File: src/rtl/jtag_tap_sync.sv
// JTAG TAP controller running entirely in the clk domain: TCK/TMS/TDI are oversampled,
// and the IEEE 1149.1 state machine advances on each detected TCK rising edge.
module jtag_tap_sync #(
    parameter int                    IR_WIDTH      = 4,
    parameter logic [31:0]           IDCODE_VALUE  = 32'h149511c3,
    parameter logic [IR_WIDTH-1:0]   IDCODE_OPCODE = 4'h1,
    parameter logic [IR_WIDTH-1:0]   USER_OPCODE   = 4'h8,
    parameter int                    USER_WIDTH    = 32
) (
    input  logic                  clk,
    input  logic                  rst,
    input  logic                  tck,
    input  logic                  tms,
    input  logic                  tdi,
    output logic                  tdo,
    output logic                  tdo_oe,
    input  logic [USER_WIDTH-1:0] user_dr_in,
    output logic [USER_WIDTH-1:0] user_dr_out,
    output logic                  user_capture,
    output logic                  user_update,
    output logic [3:0]            tap_state,
    output logic [IR_WIDTH-1:0]   ir
);

    typedef enum logic [3:0] {
        TLR    = 4'd0,  RTI    = 4'd1,  SEL_DR = 4'd2,  CAP_DR = 4'd3,
        SH_DR  = 4'd4,  EX1_DR = 4'd5,  PAU_DR = 4'd6,  EX2_DR = 4'd7,
        UPD_DR = 4'd8,  SEL_IR = 4'd9,  CAP_IR = 4'd10, SH_IR  = 4'd11,
        EX1_IR = 4'd12, PAU_IR = 4'd13, EX2_IR = 4'd14, UPD_IR = 4'd15
    } tap_state_e;

    function automatic tap_state_e next_state(input tap_state_e cur, input logic tms_v);
        case (cur)
            TLR:     next_state = tms_v ? TLR    : RTI;
            RTI:     next_state = tms_v ? SEL_DR : RTI;
            SEL_DR:  next_state = tms_v ? SEL_IR : CAP_DR;
            CAP_DR:  next_state = tms_v ? EX1_DR : SH_DR;
            SH_DR:   next_state = tms_v ? EX1_DR : SH_DR;
            EX1_DR:  next_state = tms_v ? UPD_DR : PAU_DR;
            PAU_DR:  next_state = tms_v ? EX2_DR : PAU_DR;
            EX2_DR:  next_state = tms_v ? UPD_DR : SH_DR;
            UPD_DR:  next_state = tms_v ? SEL_DR : RTI;
            SEL_IR:  next_state = tms_v ? TLR    : CAP_IR;
            CAP_IR:  next_state = tms_v ? EX1_IR : SH_IR;
            SH_IR:   next_state = tms_v ? EX1_IR : SH_IR;
            EX1_IR:  next_state = tms_v ? UPD_IR : PAU_IR;
            PAU_IR:  next_state = tms_v ? EX2_IR : PAU_IR;
            EX2_IR:  next_state = tms_v ? UPD_IR : SH_IR;
            UPD_IR:  next_state = tms_v ? SEL_DR : RTI;
            default: next_state = TLR;
        endcase
    endfunction

    logic [2:0]            tck_sync_q, tck_sync_d;
    logic [1:0]            tms_sync_q, tms_sync_d;
    logic [1:0]            tdi_sync_q, tdi_sync_d;
    tap_state_e            state_q, state_d;
    logic [IR_WIDTH-1:0]   ir_q, ir_d, ir_sr_q, ir_sr_d;
    logic [31:0]           idcode_sr_q, idcode_sr_d;
    logic [USER_WIDTH-1:0] user_sr_q, user_sr_d, user_dr_out_q, user_dr_out_d;
    logic                  bypass_q, bypass_d;
    logic                  tdo_q, tdo_d, tdo_oe_q, tdo_oe_d;
    logic                  user_capture_q, user_capture_d, user_update_q, user_update_d;

    logic tck_rise_s, tck_fall_s, tms_s, tdi_s, sel_idcode_s, sel_user_s, dr_lsb_s;

    // TMS/TDI come from the same stage as the newer TCK sample used for edge detection.
    assign tck_rise_s   = tck_sync_q[1] & ~tck_sync_q[2];
    assign tck_fall_s   = ~tck_sync_q[1] & tck_sync_q[2];
    assign tms_s        = tms_sync_q[1];
    assign tdi_s        = tdi_sync_q[1];
    assign sel_idcode_s = (ir_q == IDCODE_OPCODE);
    assign sel_user_s   = (ir_q == USER_OPCODE);
    assign dr_lsb_s     = sel_idcode_s ? idcode_sr_q[0] : (sel_user_s ? user_sr_q[0] : bypass_q);

    // Next-state logic for the synchronizers, TAP FSM, shift registers and TDO.
    always_comb begin
        tck_sync_d     = {tck_sync_q[1:0], tck};
        tms_sync_d     = {tms_sync_q[0], tms};
        tdi_sync_d     = {tdi_sync_q[0], tdi};
        state_d        = state_q;
        ir_d           = ir_q;
        ir_sr_d        = ir_sr_q;
        idcode_sr_d    = idcode_sr_q;
        user_sr_d      = user_sr_q;
        user_dr_out_d  = user_dr_out_q;
        bypass_d       = bypass_q;
        tdo_d          = tdo_q;
        tdo_oe_d       = tdo_oe_q;
        user_capture_d = 1'b0;
        user_update_d  = 1'b0;

        if (tck_rise_s) begin
            state_d = next_state(state_q, tms_s);
            case (state_q)
                CAP_IR: ir_sr_d = {{(IR_WIDTH-2){1'b0}}, 2'b01};
                SH_IR:  ir_sr_d = {tdi_s, ir_sr_q[IR_WIDTH-1:1]};
                UPD_IR: ir_d    = ir_sr_q;
                CAP_DR: begin
                    if (sel_idcode_s) begin
                        idcode_sr_d = IDCODE_VALUE;
                    end else if (sel_user_s) begin
                        user_sr_d      = user_dr_in;
                        user_capture_d = 1'b1;
                    end else begin
                        bypass_d = 1'b0;
                    end
                end
                SH_DR: begin
                    if (sel_idcode_s) begin
                        idcode_sr_d = {tdi_s, idcode_sr_q[31:1]};
                    end else if (sel_user_s) begin
                        user_sr_d = {tdi_s, user_sr_q[USER_WIDTH-1:1]};
                    end else begin
                        bypass_d = tdi_s;
                    end
                end
                UPD_DR: begin
                    if (sel_user_s) begin
                        user_dr_out_d = user_sr_q;
                        user_update_d = 1'b1;
                    end else begin
                        user_dr_out_d = user_dr_out_q;
                    end
                end
                default: ir_sr_d = ir_sr_q;
            endcase
            if (state_d == TLR) begin
                ir_d = IDCODE_OPCODE;
            end else begin
                ir_d = ir_d;
            end
        end else if (tck_fall_s) begin
            tdo_oe_d = (state_q == SH_IR) || (state_q == SH_DR);
            case (state_q)
                SH_IR:   tdo_d = ir_sr_q[0];
                SH_DR:   tdo_d = dr_lsb_s;
                default: tdo_d = 1'b0;
            endcase
        end else begin
            state_d = state_q;
        end
    end

    // State register; rst wins over any TCK edge seen in the same cycle.
    always_ff @(posedge clk) begin
        if (rst) begin
            tck_sync_q     <= 3'b000;
            tms_sync_q     <= 2'b00;
            tdi_sync_q     <= 2'b00;
            state_q        <= TLR;
            ir_q           <= IDCODE_OPCODE;
            ir_sr_q        <= '0;
            idcode_sr_q    <= 32'h0000_0000;
            user_sr_q      <= '0;
            user_dr_out_q  <= '0;
            bypass_q       <= 1'b0;
            tdo_q          <= 1'b0;
            tdo_oe_q       <= 1'b0;
            user_capture_q <= 1'b0;
            user_update_q  <= 1'b0;
        end else begin
            tck_sync_q     <= tck_sync_d;
            tms_sync_q     <= tms_sync_d;
            tdi_sync_q     <= tdi_sync_d;
            state_q        <= state_d;
            ir_q           <= ir_d;
            ir_sr_q        <= ir_sr_d;
            idcode_sr_q    <= idcode_sr_d;
            user_sr_q      <= user_sr_d;
            user_dr_out_q  <= user_dr_out_d;
            bypass_q       <= bypass_d;
            tdo_q          <= tdo_d;
            tdo_oe_q       <= tdo_oe_d;
            user_capture_q <= user_capture_d;
            user_update_q  <= user_update_d;
        end
    end

    assign tdo          = tdo_q;
    assign tdo_oe       = tdo_oe_q;
    assign user_dr_out  = user_dr_out_q;
    assign user_capture = user_capture_q;
    assign user_update  = user_update_q;
    assign tap_state    = state_q;
    assign ir           = ir_q;

endmodule
File: config.mk
export PLATFORM = sky130hd
export DESIGN_NAME = jtag_tap_sync
export DESIGN_NICKNAME = d
export VERILOG_FILES = /design/src/rtl/jtag_tap_sync.sv
export SDC_FILE = /design/constraint.sdc
export NUM_CORES = 1
export LEC_CHECK = 0
export ABC_AREA = 1
export BUFFER_PORTS_ARGS = -buffer_cell sky130_fd_sc_hd__buf_4
export CAP_MARGIN = 5
export CELL_PAD_IN_SITES_DETAIL_PLACEMENT = 0
export CELL_PAD_IN_SITES_GLOBAL_PLACEMENT = 2
export CORE_ASPECT_RATIO = 1.4
export CORE_MARGIN = 2
export CORE_UTILIZATION = 37
export CTS_BUF_LIST = sky130_fd_sc_hd__clkbuf_8
export DETAILED_ROUTE_END_ITERATION = 10
export GPL_TIMING_DRIVEN = 1
export PLACE_DENSITY = 0.86
export SLEW_MARGIN = 30
export SYNTH_ARGS = -nofsm -noshare
export SYNTH_HDL_FRONTEND = slang
export SYNTH_SLANG_ARGS = --single-unit
File: constraint.sdc
create_clock -name clk -period 3.76 [get_ports clk]
set_input_delay 0.564 -clock clk [delete_from_list [all_inputs] [get_ports clk]]
set_output_delay 0.564 -clock clk [all_outputs]
set_load 0.005 [all_outputs]
==> metrics.yaml <==
place:
  place_congestion: 0.828
  dpl.hpwl_um: 7250
  portBuffers: 80
  dpl_cell_area_um2: 5680
  dp_slack_ps: 1160
  placedCellCount: 830
setup_path:
  path_max_fanout: 64
  cp.arrival_ps: 2890
  cp.required_ps: 4020
  crit-reg2reg-launch: "tap_state[2]$_SDFFE_PP0P_"
  rr_worst_depth: 7
  critPathKind: "reg -> reg"
  crit_start: "tap_state[2]$_SDFFE_PP0P_"
  r2r_end: "user_sr_q[0]$_SDFFE_PP0P_"
  worstSetupStartpointType: "flip-flop"
  worstSetupEndpointType: "flip-flop"
  reg2reg_setup_slack_ps: 1140
  crit_end: "user_sr_q[0]$_SDFFE_PP0P_"
timing:
  clock_skew_ps: 12.1
  max_freq_mhz: 381
  post-route-min-period_ps: 2620
  hold_viol: 0
  rsz0062_at_grt: "no"
  whs_ps: 346
  setup_viol: 0
  min_period_over_period_pct: 69.8
  tightest_slew_ps: 752
  setup_tns_ps: 0
  drv_slew: 0
  maxSlewHeadroom_pct: 49.9
  setup_ws_ps: 1140
detailed_routing:
  drtIter0Drc: 163
  ant_nets: 0
  via_per_inst: 4.95
  routed_wirelength_um: 11400
  vias: 4258
  routedWlPerCell_um: 13.3
  dr.pass1.iters: 4
  drc_errors: 0
cells_and_area:
  finalNonFillerCells: 861
  area_delta_synth_final_pct: 20.8
  antenna_cells: 0
  utilization_pct: 45.7
  layout.cells.most_common: "dfxtp_1"
  final_cell_mix: "dfxtp_1 (120), buf_4 (85), inv_1 (76)"
  stdcell_area_um2: 6110
  fin_nets: 704
  drive_gt1_share_pct: 23.1
cts:
  ctsResizeCount: 0
  cts_max_level: 4
  cts_buffer_depth: 2
  cts_tree: "built"
  cts_inserted_buffers: 17
  worstSkewPairLatency_ps: 430
  cts_hold_buf: 0
  postCtsSetupRepairBufs: 0
  clkSinkCount: 120
  path_clk_slew_ps: 60
  root_buffer: "clkbuf_8"
synth:
  synthXorXnorAreaFrac_pct: 0
  syn_area_um2: 5060
  syn_nets: 646
  synth_cells: 609
  synth_compound_area_share_pct: 27.8
  muxShareOfSynthArea_pct: 0
  synth-seq-cells: 120
  synthSimpleGateAreaFrac_pct: 13.5
  synth-adder-area-share_pct: 0
  synth_cell_types: 30
  ys_warn_count: 0
  synth_top_family_by_area: "compound AO/OA/AOI/OAI gates"
  avgSynthCellArea_um2: 8.31
  ys_seq_area_share_pct: 47.5
global_routing:
  antenna_found_initial: 0
  grt_overflow: 0
  grt_pass1_wl_um: 19000
  grt_util_all_layers_pct: 16.2
  first_global_vias: 4014
  grt_max_degree: 70
power_and_ir_drop:
  p_clk_share_pct: 46.2
  p_int_mw: 2.10
  sw_frac_of_total_pct: 22.1
  leakage_nw: 2.46
  p_per_area_nw_per_um2: 440
  total_power_mw: 2.69
  vdd_drop_max_uv: 190
  power.switching_mw: 0.595
  p_seq_share_pct: 48.2
  p_comb_share_pct: 5.7
floorplan:
  initial_utilization_pct: 37.8
  dieWidth_um: 103
  die_h_um: 142
  io_pins: 81
  core_um2: 13400
  core.rowCount: 50
  dieArea_um2: 14600
outcome:
  outcome: "finished, final reports clean"
hold_path:
  min_path_type: "in -> reg"
run:
  max_cap_violations: 0
[synth_stat cells, drive strengths merged]
| library cell | n | share of area [%] |
|---|---|---|
| nor2 | 70 | 6.1 |
| o221ai | 2 | 0.35 |
| a211oi | 79 | 13 |
| o211a | 3 | 0.59 |
| clkbuf | 21 | 1.6 |
| nand4 | 1 | 0.12 |
| o211ai | 2 | 0.30 |
| dfxtp | 120 | 47 |
| o31ai | 2 | 0.30 |
| a31oi | 11 | 1.4 |
| nor3 | 3 | 0.30 |
| nand2 | 56 | 4.9 |
| inv | 80 | 6.0 |
| nand3 | 15 | 2.0 |
| clkinv | 2 | 0.35 |
| a21oi | 61 | 6.0 |
| buf | 25 | 3.4 |
| o21ai | 56 | 5.5 |
[worst max-delay path, stage by stage (launching register included)]
cell and delay, ps:
dfxtp_1 570, nand2_2 120, nor2_4 570, inv_4 60, nand2_4 100, nand3_4 510, a211oi_1 440, a211oi_1 80
[power by group through the flow]
stage               registers (mW)  logic (mW)  clock network (mW)
floorplan                     1.32       0.105                   0
global placement              1.32       0.155                   0
detailed placement            1.32       0.156                   0
CTS                           1.30       0.156                1.28
global route                  1.30       0.171                1.34
finish                        1.30       0.153                1.24
[routing by layer]
layer  vias up  share of wire (%)  GRT usage, %  wire length (um)
li1       2181                  -             -                 -
met1      1969                 46          19.8              5280
met2        88                 47          26.6              5420
met3        20                4.3          4.22               490
met4         0                2.1          7.27               245
met5         -                  0             0                 0
[flip-flops by register name, indices dropped and copies added, names as in the netlist, 2 cells and up]
name         count
tms_sync_q       2
ir               4
ir_sr_q          4
tap_state        4
idcode_sr_q     32
tck_sync_q       3
user_dr_out     32
user_sr_q       32
tdi_sync_q       2
[cell type report]
class                           count  area [um^2]
Clock buffer                       23          317
Clock inverter                      8          118
Fill cell                        1372         7280
Inverter                           82          323
Multi-Input combinational cell    361         2090
Sequential cell                   120         2400
Tap cell                          182          228
Timing Repair Buffer               85          638
[worst min-delay path by stage]
stage,cells past startpoint,start,endpoint
finish,3,tms,tms_sync_q[0]$_SDFF_PP0_
CTS,3,tck,tck_sync_q[0]$_SDFF_PP0_
global route,3,tck,tck_sync_q[0]$_SDFF_PP0_
global placement,2,tck_sync_q[0]$_SDFF_PP0_,tck_sync_q[1]$_SDFF_PP0_
detailed placement,2,tck_sync_q[0]$_SDFF_PP0_,tck_sync_q[1]$_SDFF_PP0_
floorplan,2,tck_sync_q[0]$_SDFF_PP0_,tck_sync_q[1]$_SDFF_PP0_
[cells by family (layout without fill, tap and decap cells)]
| group | Yosys count | after routing |
|---|---|---|
| compound gates | 216 | 216 |
| flops | 120 | 120 |
| buf+inv | 128 | 198 |
| simple gates | 145 | 145 |
Note: power is estimated with default switching activity, not from simulation.
